File: src/rtl/hazard_scoreboard.sv
// Pipeline hazard scoreboard: tracks in-flight destinations after ID, selects operand
// bypass sources and raises load-use / late-result / multi-cycle stalls for IF/ID.
module hazard_scoreboard #(
    parameter int AW      = 5,
    parameter int NSRC    = 2,
    parameter int DEPTH   = 3,
    parameter int SW      = 2,
    parameter int CW      = 4,
    parameter int R0_ZERO = 1
) (
    input  logic               CLK,
    input  logic               RST,
    input  logic               ID_VALID,
    input  logic               ID_WE,
    input  logic [AW-1:0]      ID_RD,
    input  logic [SW-1:0]      ID_RDY_STG,
    input  logic [NSRC*AW-1:0] ID_SRC,
    input  logic [NSRC-1:0]    ID_SRC_USED,
    input  logic               ID_MC,
    input  logic [CW-1:0]      ID_MC_CYC,
    input  logic               FLUSH,
    output logic               STALL,
    output logic [NSRC*SW-1:0] FWD_SEL,
    output logic               BUSY
);

    logic          r_v  [1:DEPTH];
    logic [AW-1:0] r_rd [1:DEPTH];
    logic [SW-1:0] r_rs [1:DEPTH];
    logic [CW-1:0] r_cnt;

    logic [NSRC-1:0] w_haz_vec;
    logic            w_busy;
    logic            w_go;
    logic            w_ins;
    logic            w_mc_issue;

    for (genvar gi = 0; gi < NSRC; gi++) begin : g_op
        logic [AW-1:0] w_src;
        logic [SW-1:0] w_sel;
        logic          w_haz;

        assign w_src = ID_SRC[gi*AW +: AW];

        // Scan oldest to youngest so the youngest matching stage overrides.
        always_comb begin
            w_sel = '0;
            w_haz = 1'b0;
            if (ID_VALID && ID_SRC_USED[gi] && !((R0_ZERO != 0) && (w_src == '0))) begin
                for (int k = DEPTH; k >= 1; k--) begin
                    if (r_v[k] && (r_rd[k] == w_src)) begin
                        if (SW'(k) >= r_rs[k]) begin
                            w_sel = SW'(k);
                            w_haz = 1'b0;
                        end else begin
                            w_sel = '0;
                            w_haz = 1'b1;
                        end
                    end
                end
            end
        end

        assign FWD_SEL[gi*SW +: SW] = w_sel;
        assign w_haz_vec[gi]        = w_haz;
    end

    assign w_busy     = (r_cnt != '0);
    assign BUSY       = w_busy;
    assign STALL      = ID_VALID && !FLUSH && ((|w_haz_vec) || w_busy);
    assign w_go       = ID_VALID && !STALL && !FLUSH;
    assign w_ins      = w_go && ID_WE;
    assign w_mc_issue = w_go && ID_MC;

    // Entries advance every cycle, even while ID is held, so hazard stalls always drain.
    always_ff @(posedge CLK or posedge RST) begin
        if (RST) begin
            for (int k = 1; k <= DEPTH; k++) begin
                r_v[k]  <= 1'b0;
                r_rd[k] <= '0;
                r_rs[k] <= '0;
            end
        end else begin
            r_v[1]  <= w_ins;
            r_rd[1] <= ID_RD;
            r_rs[1] <= ID_RDY_STG;
            for (int k = 2; k <= DEPTH; k++) begin
                r_v[k]  <= (k == 2) ? (r_v[1] && !FLUSH) : r_v[k-1];
                r_rd[k] <= r_rd[k-1];
                r_rs[k] <= r_rs[k-1];
            end
        end
    end

    always_ff @(posedge CLK or posedge RST) begin
        if (RST) begin
            r_cnt <= '0;
        end else if (w_mc_issue) begin
            r_cnt <= ID_MC_CYC;
        end else if (w_busy) begin
            r_cnt <= r_cnt - 1'b1;
        end
    end

    a_rdy_stg_legal: assert property (@(posedge CLK) disable iff (RST)
        (ID_VALID && ID_WE) |-> ((ID_RDY_STG >= SW'(1)) && (ID_RDY_STG <= SW'(DEPTH))));

endmodule

File: config.mk
export PLATFORM = sky130hd
export DESIGN_NAME = hazard_scoreboard
export DESIGN_NICKNAME = d
export VERILOG_FILES = /design/src/rtl/hazard_scoreboard.sv
export SDC_FILE = /design/constraint.sdc
export NUM_CORES = 1
export LEC_CHECK = 0
export BUFFER_PORTS_ARGS = -buffer_cell sky130_fd_sc_hd__clkbuf_2
export CAP_MARGIN = 0
export CORE_MARGIN = 4
export CORE_UTILIZATION = 35
export DETAILED_ROUTE_END_ITERATION = 8
export HOLD_SLACK_MARGIN = 0.15
export REMOVE_ABC_BUFFERS = 1
export SLEW_MARGIN = 15
export SYNTH_ARGS = -nofsm -noshare
export SYNTH_HDL_FRONTEND = slang
export SYNTH_SLANG_ARGS = --single-unit
File: constraint.sdc
create_clock -name CLK -period 2.23 [get_ports CLK]
set_clock_uncertainty 0.2 [all_clocks]
set_input_delay 0.1115 -clock CLK [delete_from_list [all_inputs] [get_ports CLK]]
set_output_delay 0.1115 -clock CLK [all_outputs]
set_load 0.02 [all_outputs]
# Yosys cells after proc, flatten, opt, wreduce, memory -nomap -nowiden
# Cells that the tools add are included.
[classes]
addsub = 1
n_lt_le_gt_ge = 3
n_eq_ne = 6
mux = 24
reduce_logical = 27
[ops]
columns = ["operator", "count"]
rows = [
  ["5-bit == test", 6],
  ["2-bit two-way mux", 10],
  ["1-bit logical AND", 17],
  ["1-bit two-way mux", 12],
  ["5-bit zero test", 2],
  ["4-bit two-way mux", 2],
  ["2-bit >= comparator (first input constant)", 2],
  ["1-bit zero test", 4],
  ["4-bit nonzero test", 1],
  ["4-bit by 1-bit subtractor with 4-bit output (second input constant)", 1],
  ["1-bit by 2-bit >= comparator with 1-bit output (first input constant)", 1],
  ["2-bit nonzero test", 1],
  ["2-bit OR reduction", 1],
  ["1-bit logical OR", 1],
]
[word_totals]
register_bits = 28
in_bits = 29
out_inout_bits = 6
elab_cells = 71

# Depth between registers and ports, before layout
[logic_depth]
ltp_word = 14
ltp_mapped = 7
depth_no_buf = 7

# Least setup slack after synthesis
# Ideal clock, no wire load.
[synth_timing]
path_type = "reg-to-output"
from = "reg r_rd[11] in the netlist's numbering"
to = "out FWD_SEL[2]"
t_arrival_ps = 1703
required_time_ps = 1919
setup_slack_ps = 215
stages_incl_launch_ff = 6
n_path_buf = 0
cell_sequence = "dfrtp_1 xor2_1 nor4_4 and3_1 mux2_2 nor2_1"
[synth_between]
elab_chain_cells = 4
[synth_rtl]
columns = ["element", "line_no", "rtl"]
rows = [
  ["start: declaration", "28", "logic [AW-1:0] r_rd [1:DEPTH];"],
  ["start signal: indexed assignment", "89", "r_rd[k] <= r_rd[k-1];"],
  ["5-bit == test", "51", "if (r_v[k] && (r_rd[k] == w_src)) begin"],
  ["1-bit logical AND", "51", ""],
  ["2-bit two-way mux", "51", ""],
  ["2-bit two-way mux", "49", "if (ID_VALID && ID_SRC_USED[gi] && !((R0_ZERO != 0) && (w_src == '0))) begin"],
  ["end: declaration", "23", "output logic [NSRC*SW-1:0] FWD_SEL,"],
]
# No other way between the ends.

# Worst setup path after layout
[layout_timing]
from = "reg r_rd[13] in the netlist's numbering"
to = "out STALL"
[layout_between]
elab_chain_cells = 7
elab_cells_between_ends = 11
cone_classes = "2 x eq/ne; 4 x mux; 5 x reduce/logical"
[layout_rtl]
columns = ["element", "line_no", "rtl"]
rows = [
  ["5-bit == test", "51", ""],
  ["1-bit logical AND", "51", ""],
  ["1-bit two-way mux", "51", ""],
  ["1-bit two-way mux", "49", ""],
  ["2-bit OR reduction *", "70", "assign STALL = ID_VALID && !FLUSH && ((|w_haz_vec) || w_busy);"],
  ["1-bit logical OR *", "70", ""],
  ["1-bit logical AND *", "70", ""],
  ["end: declaration", "22", "output logic STALL,"],
]
# Mark *: on every way between the ends. The rest lies on a longest branch, timed or not.

==> metrics.md <==
| Metric | Value |
|---|---|
| First-pass GRT wire length | `5.84 mm` |
| DR DRC count | `0` |
| XOR/XNOR share of the synthesized area | `20.5%` |
| Top cells by area, synth | `dfrtp_1, xor2_1, xnor2_1, nor4_1, inv_1` |
| Relative slew slack | `78.8%` |
| Crit start category | `register` |
| DRT antenna net count | `0` |
| Synth warnings | `0` |
| Seq cells post-synth | `26` |
| Initial antenna violation count | `0` |
| # H-tree levels | `1` |
| Endpoint class of the critical path | `output pin` |
| Vias in the first global route | `1270` |
| Failing checks | `setup timing` |
| ANT cells | `0` |
| Via count | `1093` |
| Synth Area in Simple Gates | `17.8%` |
| Proportion of synthesized area in mux cells | `2.47%` |
| Total CTS buffers | `3` |
| Root Driver | `clkbuf_8` |
| Detailed router's first-iteration violation count | `37` |
| Fin util | `52.0%` |
| Critical path arrival | `2.02 ns` |
| Nets | `211` |
| Port Buffer Count | `34` |
| Die H | `70.5 um` |
| Power Total | `1.22 mW` |
| Vias/cell | `4.81` |
| Overflow after GRT | `0` |
| Outcome | `finished, violations left` |
| CP delay by family, top | `simple AND/OR/NAND/NOR gates` |
| Part of the Yosys area used for sequential elements | `47.7%` |
| Power density cells | `629 nW/um^2` |
| Total Routing Usage GR | `14.8%` |
| Crit path required time | `1.92 ns` |
| Synth cell types | `34` |
| Minimum clock period | `2.33 ns` |
| Die area | `4960 um^2` |
| Setup_tns | `-0.167 ns` |
| Post-synthesis compound-gate area fraction | `7.79%` |
| Mapped cell area | `1370 um^2` |
| Dpl cell area | `1620 um^2` |
| Finished Cell Area | `1930 um^2` |
| Adder-cell share of the synthesized area | `1.83%` |
| Clk pin slew, worst setup/hold paths | `0.09 ns` |
| Final wirelength | `3.22 mm` |
| Max incr delay on CP | `0.42 ns` |
| Avg Cell Area, Syn | `11.6 um^2` |
| Crit path cell chain | `xor2_1 > nor4_2 > a31oi_1 > a32oi_2 > nand3_1 > and3b_1 > clkbuf_2` |
| Drt pass-1 iters | `2` |
| Endpoints failing hold | `0` |
| Final setup vio count | `2` |
| Share of cells above drive strength 1 | `36.9%` |
| Max Fanout on Critical Path | `3` |
| Peak VDD IR | `0.368 mV` |
| I/O pin cnt | `35` |
| Mapped Cells | `118` |
| Static Leak | `0.883 nW` |
| Avg WL per Cell | `14.2 um` |
| Leading area contributor after synthesis | `dfrtp_1` |
| Synth-to-Final Area Change | `41.5%` |
| Final worst slack | `-0.0974 ns` |
| Initial core utilization | `36.7%` |
| Skew-Pair Late Insertion Delay | `0.26 ns` |
| Critical path class | `reg -> out` |
| Post-synth top area share | `47.7%` |
| RSZ-0062 raised after global routing | `true` |
| Dpl hpwl | `2.38 mm` |
| Max-slew violations | `0` |
| Crit path buffers/inverters | `1` |
| Num rows | `22` |
| Number of clock sinks | `26` |
| Largest family of logic cells by synthesized area | `XOR/XNOR gates` |
| F_max | `430 MHz` |
| Maximum Capacitance Violations | `0` |
| Measured slew at the worst slew-check pin | `0.318 ns` |
| Largest net degree at the start of global routing | `27` |
| Hold Slack | `0.162 ns` |
| Slowest CP cell | `dfrtp_1` |
| Die W | `70.5 um` |
| Crit share post-route | `104%` |
| Final GP Congestion | `0.892` |
| Hold Path Class | `reg -> reg` |
| Core area | `3720 um^2` |
| Clk buf depth | `2` |
| CTS tree | `yes` |
==> Yosys cell counts, drive strengths merged <==
| cell | number |
|---|---|
| nand3b | 1 |
| or3 | 1 |
| a21boi | 1 |
| and4 | 1 |
| mux2 | 3 |
| nand2b | 1 |
| nor2b | 2 |
| or4 | 2 |
| a22oi | 1 |
| nor4 | 7 |
| o21ai | 1 |
| a32oi | 1 |
| xnor2 | 8 |
| and4b | 1 |
| and3b | 1 |
| o22ai | 1 |
| a21oi | 3 |
| a31oi | 2 |
| nand3 | 3 |
| nand4b | 1 |
| inv | 7 |
| nor2 | 7 |
| and2 | 2 |
| dfrtp | 26 |
| ha | 2 |
| and3 | 4 |
| o211ai | 2 |
| xor2 | 24 |
| nor3 | 2 |
==> logic make-up after synthesis <==
group	Yosys count
and+or+nand+nor	36
xor gates and xnor gates	32
DFF	26
AOI/OAI and AO/OA	12
buffers and inverters	7
muxes	3
adders and majority gates	2
==> registers in the layout, indices dropped and copies added, names as in the netlist <==
register  count
r_cnt         4
r_rd         15
r_rs          4
r_v           3
==> cell usage in the layout, fill, tap and decap left out, types with 2 or more instances in the layout <==
master,count
xnor2_1,8
nor2b_1,2
ha_1,2
dfrtp_1,26
mux2_1,2
clkbuf_8,5
nor4_2,3
clkbuf_2,30
nand3_1,2
nor2_1,6
and2_2,2
buf_4,8
a21oi_1,3
o211ai_2,2
nor4_1,3
or4_1,2
and3_2,2
inv_1,7
dlygate4sd3_1,16
xor2_1,23
==> worst register-to-register path: stages (launching register included) <==
cell and delay, ns:
dfrtp_1 0.42, xor2_1 0.16, nor4_2 0.35, a31oi_1 0.16
a32oi_2 0.21, nand3_2 0.15, mux2_1 0.34
==> cell type report <==
class                   count  area, um^2
flip-flops and latches     26         651
multi-input cells          85         739
well taps                  48        60.1
clock buffers               4        55.1
fillers                   365        1780
inverters                   7        26.3
repair buffers             57         400
==> routing by layer <==
layer  part of all wire (%)  track usage [%]  vias to the layer above
li1                       -                -                      528
met1                     43             17.9                      552
met2                     54             26.6                       11
met3                    2.3             2.59                        2
met4                   0.78             3.83                        0
met5                      0                0                        -
==> metrics by stage <==
step | worst slack (ns) | instances
floorplan | 0.215 | 118
global placement | 0.114 | 203
detailed placement | 0.0477 | 203
CTS | -0.115 | 227
global route | -0.232 | 227
finish | -0.0974 | 227
==> final timing paths <==
| kind | start | endpoint | slack, ns | depth (start not counted) |
|---|---|---|---|---|
| max | r_rd[13] | STALL | -0.1 | 7 |
| min reg2reg | r_rs[4] | r_rs[2] | 0.16 | 0 |
| min | r_rs[4] | r_rs[2] | 0.16 | 0 |
| max reg2reg | r_rd[13] | r_cnt[1] | 0.13 | 6 |
| min in group asynchronous | RST | r_rd[11] | 0.22 | 4 |
| max in group asynchronous | RST | r_v[1] | 1.37 | 4 |
==> repair_timing <==
item / in CTS / in global routing
cloned: 0 / 0
hold buffers: 16 / 0
setup buffers: 4 / 0
endpoints found under the hold margin: 39 / 0
pin swaps: 7 / 2
gates resized for setup: 10 / 9
setup endpoints to repair: 4 / 5
==> where the power goes <==
group          switching, mW  total [mW]  leakage (nW)  internal, mW
combinational          0.167       0.341         0.543         0.174
clock                  0.140       0.298        0.0288         0.158
sequential            0.0466       0.577         0.311         0.530
total                  0.354        1.22         0.883         0.862
(Power assumes the default switching activity.)
